**src/rtl/mux_n_to_1_reg.sv**
```systemverilog
// mux_n_to_1_reg: registered N:1 multiplexer with valid/ready handshaking on every
// input channel and on the output. One output register holds out_data, out_chan and
// out_valid. A new word is accepted whenever the register is empty or is being drained
// in the same cycle, so throughput is one word per cycle.
//
// Grant policy:
//   explicit     - sel picks the channel; sel >= N grants nothing.
//   round-robin  - first valid channel searching upward from rr_ptr+1 (mod N).
// The round-robin policy is compiled in only when the macro MUX_RR_EN is defined.
// Without it, mode is ignored and the block is always in explicit mode. The port list
// is the same in both builds.
//
// Ports:
//   clk, rst_n        clock, asynchronous active-low reset
//   in_data           N channels of WIDTH bits; channel i at [i*WIDTH +: WIDTH]
//   in_valid/in_ready per-channel handshake; in_ready is one-hot or zero
//   sel, mode         explicit channel select, policy select (1 = round-robin)
//   out_data/out_chan registered word and the channel it came from
//   out_valid/out_ready output handshake
module mux_n_to_1_reg #(
    parameter int unsigned WIDTH = 32,
    parameter int unsigned N     = 4,
    parameter int unsigned SELW  = $clog2(N)
) (
    input  logic               clk,
    input  logic               rst_n,
    input  logic [N*WIDTH-1:0] in_data,
    input  logic [N-1:0]       in_valid,
    output logic [N-1:0]       in_ready,
    input  logic [SELW-1:0]    sel,
    input  logic               mode,
    output logic [WIDTH-1:0]   out_data,
    output logic               out_valid,
    input  logic               out_ready,
    output logic [SELW-1:0]    out_chan
);

    logic [WIDTH-1:0] out_data_q, out_data_d;
    logic [SELW-1:0]  out_chan_q, out_chan_d;
    logic             out_valid_q, out_valid_d;

    logic            can_load;
    logic            ex_vld;
    logic            grant_vld;
    logic [SELW-1:0] grant_idx;
    logic            xfer;

    // Register is free if empty or being drained this cycle.
    assign can_load = !out_valid_q || out_ready;

    assign ex_vld = 32'(sel) < N;

`ifdef MUX_RR_EN
    logic [SELW-1:0] rr_ptr_q, rr_ptr_d;
    logic            rr_vld;
    logic [SELW-1:0] rr_idx;
    logic [SELW-1:0] rr_cand;

    // Scan rr_ptr+1 .. rr_ptr+N (mod N); the first valid channel wins, so the
    // previously granted channel has the lowest priority.
    always_comb begin
        rr_vld  = 1'b0;
        rr_idx  = '0;
        rr_cand = '0;
        for (int unsigned k = 1; k <= N; k++) begin
            rr_cand = SELW'((32'(rr_ptr_q) + k) % N);
            if (!rr_vld && in_valid[rr_cand]) begin
                rr_vld = 1'b1;
                rr_idx = rr_cand;
            end
        end
    end

    assign grant_vld = mode ? rr_vld : ex_vld;
    assign grant_idx = mode ? rr_idx : sel;

    always_comb begin
        rr_ptr_d = rr_ptr_q;
        if (xfer && mode) begin
            rr_ptr_d = grant_idx;
        end
    end

    // Reset to N-1 so that channel 0 is first in line.
    always_ff @(posedge clk or negedge rst_n) begin
        if (!rst_n) begin
            rr_ptr_q <= SELW'(N - 1);
        end else begin
            rr_ptr_q <= rr_ptr_d;
        end
    end
`else
    logic unused_mode;
    assign unused_mode = mode;

    assign grant_vld = ex_vld;
    assign grant_idx = sel;
`endif

    // In explicit mode ready does not look at in_valid.
    always_comb begin
        in_ready = '0;
        if (grant_vld) begin
            in_ready[grant_idx] = can_load;
        end
    end

    assign xfer = grant_vld && in_valid[grant_idx] && can_load;

    always_comb begin
        out_valid_d = out_valid_q;
        out_data_d  = out_data_q;
        out_chan_d  = out_chan_q;
        if (xfer) begin
            out_valid_d = 1'b1;
            out_data_d  = in_data[32'(grant_idx) * WIDTH +: WIDTH];
            out_chan_d  = grant_idx;
        end else if (out_ready) begin
            // Drained with nothing to replace it; data and chan keep their values.
            out_valid_d = 1'b0;
        end
    end

    always_ff @(posedge clk or negedge rst_n) begin
        if (!rst_n) begin
            out_valid_q <= 1'b0;
            out_data_q  <= '0;
            out_chan_q  <= '0;
        end else begin
            out_valid_q <= out_valid_d;
            out_data_q  <= out_data_d;
            out_chan_q  <= out_chan_d;
        end
    end

    assign out_data  = out_data_q;
    assign out_chan  = out_chan_q;
    assign out_valid = out_valid_q;

endmodule

```
**config.mk**
```make
export PLATFORM = sky130hd
export DESIGN_NAME = mux_n_to_1_reg
export DESIGN_NICKNAME = d
export VERILOG_FILES = /design/src/rtl/mux_n_to_1_reg.sv
export SDC_FILE = /design/constraint.sdc
export NUM_CORES = 1
export LEC_CHECK = 0
export BUFFER_PORTS_ARGS = -buffer_cell sky130_fd_sc_hd__buf_2
export CAP_MARGIN = 10
export CORE_ASPECT_RATIO = 1.4
export CORE_UTILIZATION = 28
export DETAILED_ROUTE_END_ITERATION = 7
export PLACE_DENSITY = 0.64
export SLEW_MARGIN = 5
export SYNTH_ARGS = -nofsm -noshare
export SYNTH_HDL_FRONTEND = slang
export SYNTH_SLANG_ARGS = --single-unit
export TNS_END_PERCENT = 10
```
**constraint.sdc**
```tcl
create_clock -name clk -period 2 [get_ports clk]
set_clock_uncertainty 0.2 [all_clocks]
set_input_delay 0.3 -clock clk [delete_from_list [all_inputs] [get_ports clk]]
set_output_delay 0.3 -clock clk [all_outputs]
set_load 0.02 [all_outputs]
```
==> flow_metrics.env, run 1 <==
export IMPL_status="finished, final reports clean"
export IMPL_async_reset_ff_share_pct=100
export IMPL_cp_num_cells=5
export IMPL_vias=1894
export IMPL_dp_slack_ns=0.0640
export IMPL_io_pin_count=177
export IMPL_grt_max_degree=24
export IMPL_grt_pass1_wl_mm=8.69
export IMPL_crit_arrival_ns=1.74
export IMPL_fin_ws_ns=0.218
export IMPL_fin_crit_sh_pct=89.1
export IMPL_cts_resized=0
export IMPL_antenna_found_initial=0
export IMPL_synth_seq_cells=35
export IMPL_io_buffers=175
export IMPL_worstHoldPathType="in -> reg"
export IMPL_path_max_fanout=18
export IMPL_cts_buffer_depth=2
export IMPL_multiInputGateArea_um2=1340
export IMPL_critPathKind="reg -> reg"
export IMPL_routed_wl_mm=5.85
export IMPL_core_um2=8100
export IMPL_seqCellArea_um2=876
export IMPL_rsz0062_at_grt="false"
export IMPL_synth_edf_count=0
export IMPL_synthesis_area_um2=2330
export IMPL_drv_slew=0
export IMPL_grt_overflow=0
export IMPL_critical_path_buf_inv_count=1
export IMPL_drtPass1Iterations=4
export IMPL_layout_commonest_cell="buf_2"
export IMPL_critical_path_top_delay_family="flip-flops"
export IMPL_path_clk_slew_ns=0.06
export IMPL_syn_num_nets=266
export IMPL_synth_area_leaders="dfrtp_1 38%, mux4_2 22%, mux2_4 19%, mux4_1 10%, buf_6 3.4%"
export IMPL_grt_pass1_vias=1871
export IMPL_r2r_slack_ns=0.22
export IMPL_die_x_um=79.2
export IMPL_path_cells="nor2b_1 > nor3_2 > o21ba_2 > buf_12 > mux2_1"
export IMPL_cts_tree="built"
export IMPL_cp_slowest_cell="dfrtp_1"
export IMPL_period_needed_ns=1.78
export IMPL_max_freq_ghz=0.561
export IMPL_nets=446
export IMPL_netlist_instances=128
export IMPL_rr_worst_depth=5
export IMPL_hpwl_mm=4.79
export IMPL_worst_setup_path_end_kind="flip-flop"
export IMPL_worst_pin_slew_ns=0.479
export IMPL_routedWlPerCell_um=14.2
export IMPL_hold_viol_final=0
export IMPL_synth_ff_type="dfrtp_1"
export IMPL_cts_made_buffers=5
export IMPL_maxCapViolations=0
export IMPL_die_area_um2=8710
export IMPL_synth_area_per_cell_um2=18.2
export IMPL_initial_core_util_pct=28.8
export IMPL_setup_viol=0
export IMPL_ant_nets=0
export IMPL_mostFrequentLayoutCells="175 x buf_2, 35 x dfrtp_1, 30 x mux2_4, 23 x mux4_2, 9 x mux4_1"
export IMPL_critPathMaxStageDelay_ns=0.35
export IMPL_drtIter0Drc=31
export IMPL_post_route_drc_count=0
export IMPL_routabilityCongestion=0.696
export IMPL_area_growth_syn_to_layout_pct=50.5
export IMPL_drive_above_1_share_pct=80.3
export IMPL_ys_seq_area_share_pct=37.5
export IMPL_ir_drop_mv=0.326
export IMPL_min_path_cells=3
export IMPL_worst_setup_path_start_kind="flip-flop"
export IMPL_worstPathRequired_ns=1.96
export IMPL_powerDensity_nw_per_um2=834
export IMPL_clk_latency_ns=0.27
export IMPL_dieHeight_um=110
export IMPL_fin_tns_setup_ns=0
export IMPL_vias_per_cell=4.61
export IMPL_yosys_area_top_type="dfrtp_1"
export IMPL_synth_top_area_share_pct=37.5
export IMPL_yosysUniqueCellTypes=22
export IMPL_slew_headroom_pct=68.1
export IMPL_fill_cells=787
export IMPL_p_leak_nw=1.81
export IMPL_ys_warnings_count=0
export IMPL_cts_htree_levels=2
export IMPL_cts_sinks=35
export IMPL_num_rows=39
export IMPL_grtUsageTotal_pct=13.2
export IMPL_antennaDiodeCount=0
export IMPL_cts_root_buffer_cell="clkbuf_16"
state kept, by name, indices dropped and copies added (netlist names):
signal	cells
out_data	32
out_chan	2
out_valid	1
report_power, final:
| part | internal, mW | switching, mW | leakage, nW |
|---|---|---|---|
| Sequential | 0.895 | 0.0993 | 0.408 |
| Combinational | 0.603 | 0.525 | 1.33 |
| Clock | 0.529 | 0.278 | 0.0761 |
| Total | 2.03 | 0.902 | 1.81 |
routing by layer:
metal	part of all wire, %	vias up	GRT usage, %
li1	-	885	-
met1	38	917	15.3
met2	54	88	23.8
met3	7.4	4	3.05
met4	0.53	0	4.29
met5	0	-	0
Yosys cell counts, types with 2 or more instances:
library cell and count:
buf_2 3, nand2_1 2, mux2_4 30, mux2_1 3, dfrtp_1 35, mux4_2 23, mux2i_1 2, mux4_1 9
buf_6 7, nand2b_1 2
timing repair:
action,4_1_cts,5_1_grt
hold buffers,1,0
endpoints found under the setup margin,0,0
hold endpoints to repair,20,0
setup buffers,0,0
stage by stage:
stage / cells / utilization [%] / power, mW / area [um2] / hold WS (ns)
3_3_place_gp: 402 / 41.3 / 2.12 / 3340 / 0.0854
6_report: 411 / 43.4 / 2.93 / 3510 / 0.176
3_5_place_dp: 402 / 41.3 / 2.14 / 3340 / 0.0803
2_1_floorplan: 128 / - / 1.72 / 2330 / -0.196
5_1_grt: 411 / 43.4 / 3.09 / 3510 / 0.199
4_1_cts: 411 / 43.4 / 2.98 / 3510 / 0.173
layout make-up:
| type | instances | area share (%) |
|---|---|---|
| tap | 102 | 3.63 |
| multi-input combinational | 80 | 38.2 |
| inverter | 1 | 0.107 |
| clock buffer | 7 | 4.34 |
| timing repair buffer | 185 | 28.6 |
| sequential | 35 | 24.9 |
| clock inverter | 1 | 0.214 |
cells by family (layout without fill, tap and decap cells):
kind of cell | after synthesis | after routing | synth area share (%)
multiplexers | 67 | 67 | 53.9
flip-flops | 35 | 35 | 37.5
buffers and inverters | 13 | 194 | 4.98
AND/OR/NAND/NOR | 10 | 10 | 2.57
AO/OA/AOI/OAI | 3 | 3 | 1.02
final timing paths:
path,startpoint,end
max,out_valid,out_data[16]
max reg2reg,out_valid,out_data[16]
max in group asynchronous,rst_n,out_data[31]
min reg2reg,out_data[16],out_data[16]
min in group asynchronous,rst_n,out_data[28]
min,sel[0],out_valid
worst min-delay path: cells and delay by family:
family	cells	cell delay, ns
buffers and inverters	1	0.15
AO/OA/AOI/OAI	1	0.10
AND/OR/NAND/NOR	1	0.07
Note: power is estimated with default switching activity, not from simulation.
==> run 2: changes to the inputs <==
--- a/config.mk
+++ b/config.mk
@@ -12,2 +12,3 @@
 export DETAILED_ROUTE_END_ITERATION = 7
+export MAX_ROUTING_LAYER = met4
 export PLACE_DENSITY = 0.64
==> constraint.sdc (replaced) <==
create_clock -name clk -period 2 [get_ports clk]
set_clock_uncertainty 0.2 [all_clocks]
set_input_delay 0.4 -clock clk [delete_from_list [all_inputs] [get_ports clk]]
set_output_delay 0.4 -clock clk [all_outputs]
set_load 0.02 [all_outputs]
==> flow_metrics.env, run 2 (synthesis gave the netlist of run 1 again) <==
export IMPL_status="finished, final reports clean"
export IMPL_io_buffers=175
export IMPL_grt_overflow=0
export IMPL_drtIter0Drc=70
export IMPL_layout_commonest_cell="buf_2"
export IMPL_hpwl_mm=4.91
export IMPL_initial_core_util_pct=28.8
export IMPL_power_switching_mw=0.910
export IMPL_path_max_fanout=3
export IMPL_crit_arrival_ns=1.29
export IMPL_worst_setup_path_start_kind="flip-flop"
export IMPL_r2r_slack_ns=0.19
export IMPL_critPathKind="reg -> out"
export IMPL_routabilityCongestion=0.734
export IMPL_vias_per_cell=4.72
export IMPL_grtUsageTotal_pct=14.4
export IMPL_worstPathRequired_ns=1.40
export IMPL_die_area_um2=8710
export IMPL_maxCapViolations=0
export IMPL_cts_sinks=35
export IMPL_vias=1945
export IMPL_worstHoldPathType="reg -> reg"
export IMPL_place_area_um2=3360
export IMPL_path_clk_slew_ns=0.06
export IMPL_p_int_mw=1.95
export IMPL_power_frac_comb_pct=39.5
export IMPL_dp_cells=403
export IMPL_slew_headroom_pct=73.6
export IMPL_cts_made_buffers=5
export IMPL_powerDensity_nw_per_um2=816
export IMPL_seqPwrFrac_pct=35.0
export IMPL_drv_slew=0
export IMPL_switching_share_pct=31.8
export IMPL_cts_htree_levels=2
export IMPL_grt_pass1_wl_mm=9.30
export IMPL_clock_power_share_pct=25.5
export IMPL_antenna_found_initial=0
export IMPL_cts_root_buffer_cell="clkbuf_16"
export IMPL_core_um2=8100
export IMPL_hold_viol_final=0
export IMPL_io_pin_count=177
export IMPL_die_x_um=79.2
export IMPL_cts_tree="built"
export IMPL_drive_above_1_share_pct=81.0
export IMPL_dieHeight_um=110
export IMPL_rsz0062_at_grt="false"
export IMPL_drtPass1Iterations=4
export IMPL_nets=447
export IMPL_post_route_drc_count=0
export IMPL_fin_crit_sh_pct=94.3
export IMPL_antennaDiodeCount=0
export IMPL_ir_drop_mv=0.446
export IMPL_dp_slack_ns=-0.0636
export IMPL_num_rows=39
export IMPL_largest_register_ffs=32
export IMPL_max_freq_ghz=0.530
export IMPL_p_leak_nw=1.82
export IMPL_routed_wl_mm=6.01
export IMPL_cts_buffer_depth=2
export IMPL_grt_max_degree=22
export IMPL_worst_pin_slew_ns=0.396
export IMPL_finalInstanceArea_um2=3510
export IMPL_area_growth_syn_to_layout_pct=50.4
export IMPL_period_needed_ns=1.89
export IMPL_power_mw=2.86
export IMPL_fin_ws_ns=0.113
export IMPL_routedWlPerCell_um=14.6
export IMPL_worst_setup_path_end_kind="output pin"
export IMPL_final_util_pct=43.3
export IMPL_mostFrequentLayoutCells="175 x buf_2, 35 x dfrtp_1, 30 x mux2_4, 23 x mux4_2, 9 x mux4_1"
export IMPL_grt_pass1_vias=1988
export IMPL_clk_latency_ns=0.27
export IMPL_ant_nets=0
export IMPL_layout_cells_non_filler=412
export IMPL_setup_viol=0
run 2: repair_timing:
action	CTS	global route
setup buffers	0	0
hold endpoints to repair	17	0
endpoints found under the setup margin	0	1
gates resized for setup	0	1
hold buffers	1	0
run 2: power groups by stage:
stage	registers (mW)	logic (mW)	clock network, mW
after floorplan	1.23	0.491	0
after detailed placement	1.01	1.14	0
after global routing	1.03	1.21	0.808
final	1.00	1.13	0.732
after CTS	1.00	1.15	0.761
after global placement	1.01	1.12	0
run 2: per-stage QoR:
step,setup TNS [ns],hold slack (ns)
2_1_floorplan,0,-0.0956
3_3_place_gp,-0.0921,0.146
3_5_place_dp,-1.51,0.154
4_1_cts,0,0.304
5_1_grt,0,0.324
6_report,0,0.302
run 2: final timing paths:
path                                   start           end  cells after the start
worst max-delay path               out_valid   in_ready[2]                      4
worst min-delay path            out_data[31]  out_data[31]                      1
worst max register to register     out_valid  out_data[29]                      5
worst min register to register  out_data[31]  out_data[31]                      1
max in group asynchronous              rst_n  out_data[10]                      3
min in group asynchronous              rst_n   out_data[6]                      2
run 2: final cells by class:
cell class | count | area (um2)
timing repair buffer | 186 | 1010
clock inverter | 3 | 15.0
multi-input combinational | 80 | 1350
inverter | 1 | 3.75
sequential | 35 | 876
tap | 102 | 128
clock buffer | 5 | 125
fill | 775 | 4590
run 2: critical path, stage by stage, from the launching register on:
cell	delay [ns]
dfrtp_1	0.39
nor2b_1	0.16
buf_4	0.15
nor3b_2	0.13
buf_2	0.18
run 2: routing by layer:
layer  GRT usage, %  wire [um]
met1           16.2       2240
met3           3.37        408
met2           25.2       3280
met4           4.42         80
met5              -          0
==> run 3: changes to the inputs <==
Settings changed: ABC_AREA set to 1, PLACE_DENSITY 0.64 to 0.61.
==> flow_metrics.env, run 3 <==
export IMPL_status="finished, final reports clean"
export IMPL_ys_top_cells_by_count="365 x nand2_1, 35 x dfrtp_1, 34 x nand3_1"
export IMPL_whs_ns=0.265
export IMPL_synth_ff_type="dfrtp_1"
export IMPL_antenna_found_initial=0
export IMPL_io_buffers=175
export IMPL_dieHeight_um=118
export IMPL_num_rows=41
export IMPL_fin_crit_sh_pct=93.1
export IMPL_rsz0062_at_grt="false"
export IMPL_routabilityCongestion=0.841
export IMPL_crit_arrival_ns=1.26
export IMPL_path_max_fanout=5
export IMPL_grt_pass1_wl_mm=14.6
export IMPL_ant_nets=0
export IMPL_hold_viol_final=0
export IMPL_syn_num_nets=614
export IMPL_final_util_pct=41.2
export IMPL_drtPass1Iterations=6
export IMPL_ys_warnings_count=0
export IMPL_routed_wl_mm=8.65
export IMPL_finalInstanceArea_um2=3770
export IMPL_synthesis_area_um2=2680
export IMPL_critical_path_top_delay_family="simple AND/OR/NAND/NOR gates"
export IMPL_r2r_start="out_valid"
export IMPL_dp_slack_ns=0.0158
export IMPL_grtUsageTotal_pct=18.5
export IMPL_core_um2=9130
export IMPL_powerDensity_nw_per_um2=725
export IMPL_grt_max_degree=39
export IMPL_antennaDiodeCount=0
export IMPL_largest_register_ffs=32
export IMPL_critPathKind="reg -> out"
export IMPL_hpwl_mm=6.74
export IMPL_worst_setup_path_end_kind="output pin"
export IMPL_ir_drop_mv=0.272
export IMPL_power_mw=2.73
export IMPL_cts_root_buffer_cell="clkbuf_16"
export IMPL_path_clk_slew_ns=0.05
export IMPL_cts_sinks=35
export IMPL_drv_slew=0
export IMPL_fin_tns_setup_ns=0
export IMPL_area_growth_syn_to_layout_pct=40.7
export IMPL_cts_tree="built"
export IMPL_drtIter0Drc=95
export IMPL_vias=3301
export IMPL_ys_seq_area_share_pct=32.7
export IMPL_critical_path_buf_inv_count=2
export IMPL_cts_made_buffers=5
export IMPL_r2r_slack_ns=0.41
export IMPL_io_pin_count=177
export IMPL_worst_pin_slew_ns=0.478
export IMPL_synth_edf_count=0
export IMPL_yosysUniqueCellTypes=13
export IMPL_worst_setup_path_start_kind="flip-flop"
export IMPL_layout_cells_non_filler=748
export IMPL_place_area_um2=3610
export IMPL_cp_slowest_cell="dfrtp_1"
export IMPL_p_leak_nw=2.49
export IMPL_synth_most_common_cell="nand2_1"
export IMPL_nets=779
export IMPL_yosys_area_top_type="nand2_1"
export IMPL_grt_overflow=0
export IMPL_cts_buffer_depth=2
export IMPL_die_x_um=84.6
export IMPL_maxCapViolations=0
export IMPL_slew_headroom_pct=68.1
export IMPL_synth_seq_cells=35
export IMPL_clk_latency_ns=0.27
export IMPL_routedWlPerCell_um=11.6
export IMPL_netlist_instances=476
export IMPL_fill_cells=1044
export IMPL_worstPathRequired_ns=1.40
export IMPL_cts_htree_levels=2
export IMPL_synth_area_leaders="nand2_1 51%, dfrtp_1 33%, nand3_1 6.4%, buf_6 2.5%, buf_2 2.4%"
export IMPL_cp_num_cells=4
export IMPL_dp_cells=740
export IMPL_async_reset_ff_share_pct=100
export IMPL_critPathMaxStageDelay_ns=0.36
export IMPL_fin_ws_ns=0.137
export IMPL_endpoint="in_ready[1]"
export IMPL_r2r_end="out_data[25]"
export IMPL_period_needed_ns=1.86
export IMPL_initial_core_util_pct=29.3
export IMPL_path_cells="inv_1 > nor2_1 > nor3_1 > buf_2"
export IMPL_drive_above_1_share_pct=31.2
export IMPL_die_area_um2=9960
export IMPL_post_route_drc_count=0
export IMPL_setup_viol=0
export IMPL_layout_commonest_cell="nand2_1"
export IMPL_worstSetupStartpoint="out_valid"
export IMPL_mostFrequentLayoutCells="365 x nand2_1, 175 x buf_2, 35 x dfrtp_1, 34 x nand3_1, 11 x buf_4"
export IMPL_worstHoldPathType="reg -> reg"
export IMPL_cts_setup_buffers=0
export IMPL_cts_resized=0
export IMPL_max_freq_ghz=0.537
export IMPL_synth_top_area_share_pct=51.2
export IMPL_synth_area_per_cell_um2=5.62
export IMPL_rr_worst_depth=6
export IMPL_vias_per_cell=4.41
export IMPL_grt_pass1_vias=3248
==> run 3: changes by cell type in the layout (fill, tap and decap cells not counted), moves of 3 or more <==
cell	delta
nor3_1	+4
nand2_1	+363
mux4_1	-9
buf_4	+5
nand3_1	+34
mux4_2	-23
mux2_4	-30
mux2_1	-3
==> run 3: per-layer routing <==
layer  vias to the layer above  wire length (um)  GRT usage, %
li1                       1763                 -             -
met1                      1432              3800          21.4
met2                        96              4410          33.3
met3                        10               307          2.10
met4                         0               127          5.51
met5                         -                 0             -
==> run 3: logic make-up after synthesis <==
kind of cell / count (synthesis) / share of synthesized area, %
DFF: 35 / 32.7
and+or+nand+nor: 406 / 59.3
buffers and inverters: 35 / 7.99
==> run 3: worst reg2reg max path: stages (launching register included) <==
cell,delay [ns]
dfrtp_1,0.36
inv_1,0.05
nor2_1,0.31
inv_2,0.11
nand2_4,0.31
nand2_1,0.12
nand2_1,0.07
==> run 3: repair_timing <==
action	CTS	global route
hold buffers	1	0
endpoints found under the hold margin	18	0
endpoints found under the setup margin	0	0
==> run 3: area by class of cell <==
class | instances | area [um2] | area share [%]
repair buffers | 189 | 1010 | 26.8
clock buffers | 6 | 139 | 3.69
clock inverters | 1 | 5.00 | 0.133
flip-flops and latches | 35 | 876 | 23.3
multi-input cells | 406 | 1590 | 42.1
inverters | 4 | 17.5 | 0.465
well taps | 107 | 134 | 3.55
==> run 3: worst min path at each step <==
stage	slack, ns	cells past startpoint	endpoint	startpoint
2_1_floorplan	-0.1	0	out_chan[0]	rst_n
3_3_place_gp	0.18	1	out_data[11]	rst_n
3_5_place_dp	0.19	1	out_data[11]	rst_n
4_1_cts	0.27	2	out_data[22]	out_data[22]
5_1_grt	0.28	2	out_data[19]	out_data[19]
6_report	0.26	2	out_data[30]	out_data[30]
==> run 3: report_power, final <==
group,switching [mW],internal (mW)
registers,0.0841,0.865
logic,0.646,0.377
clock network,0.272,0.485
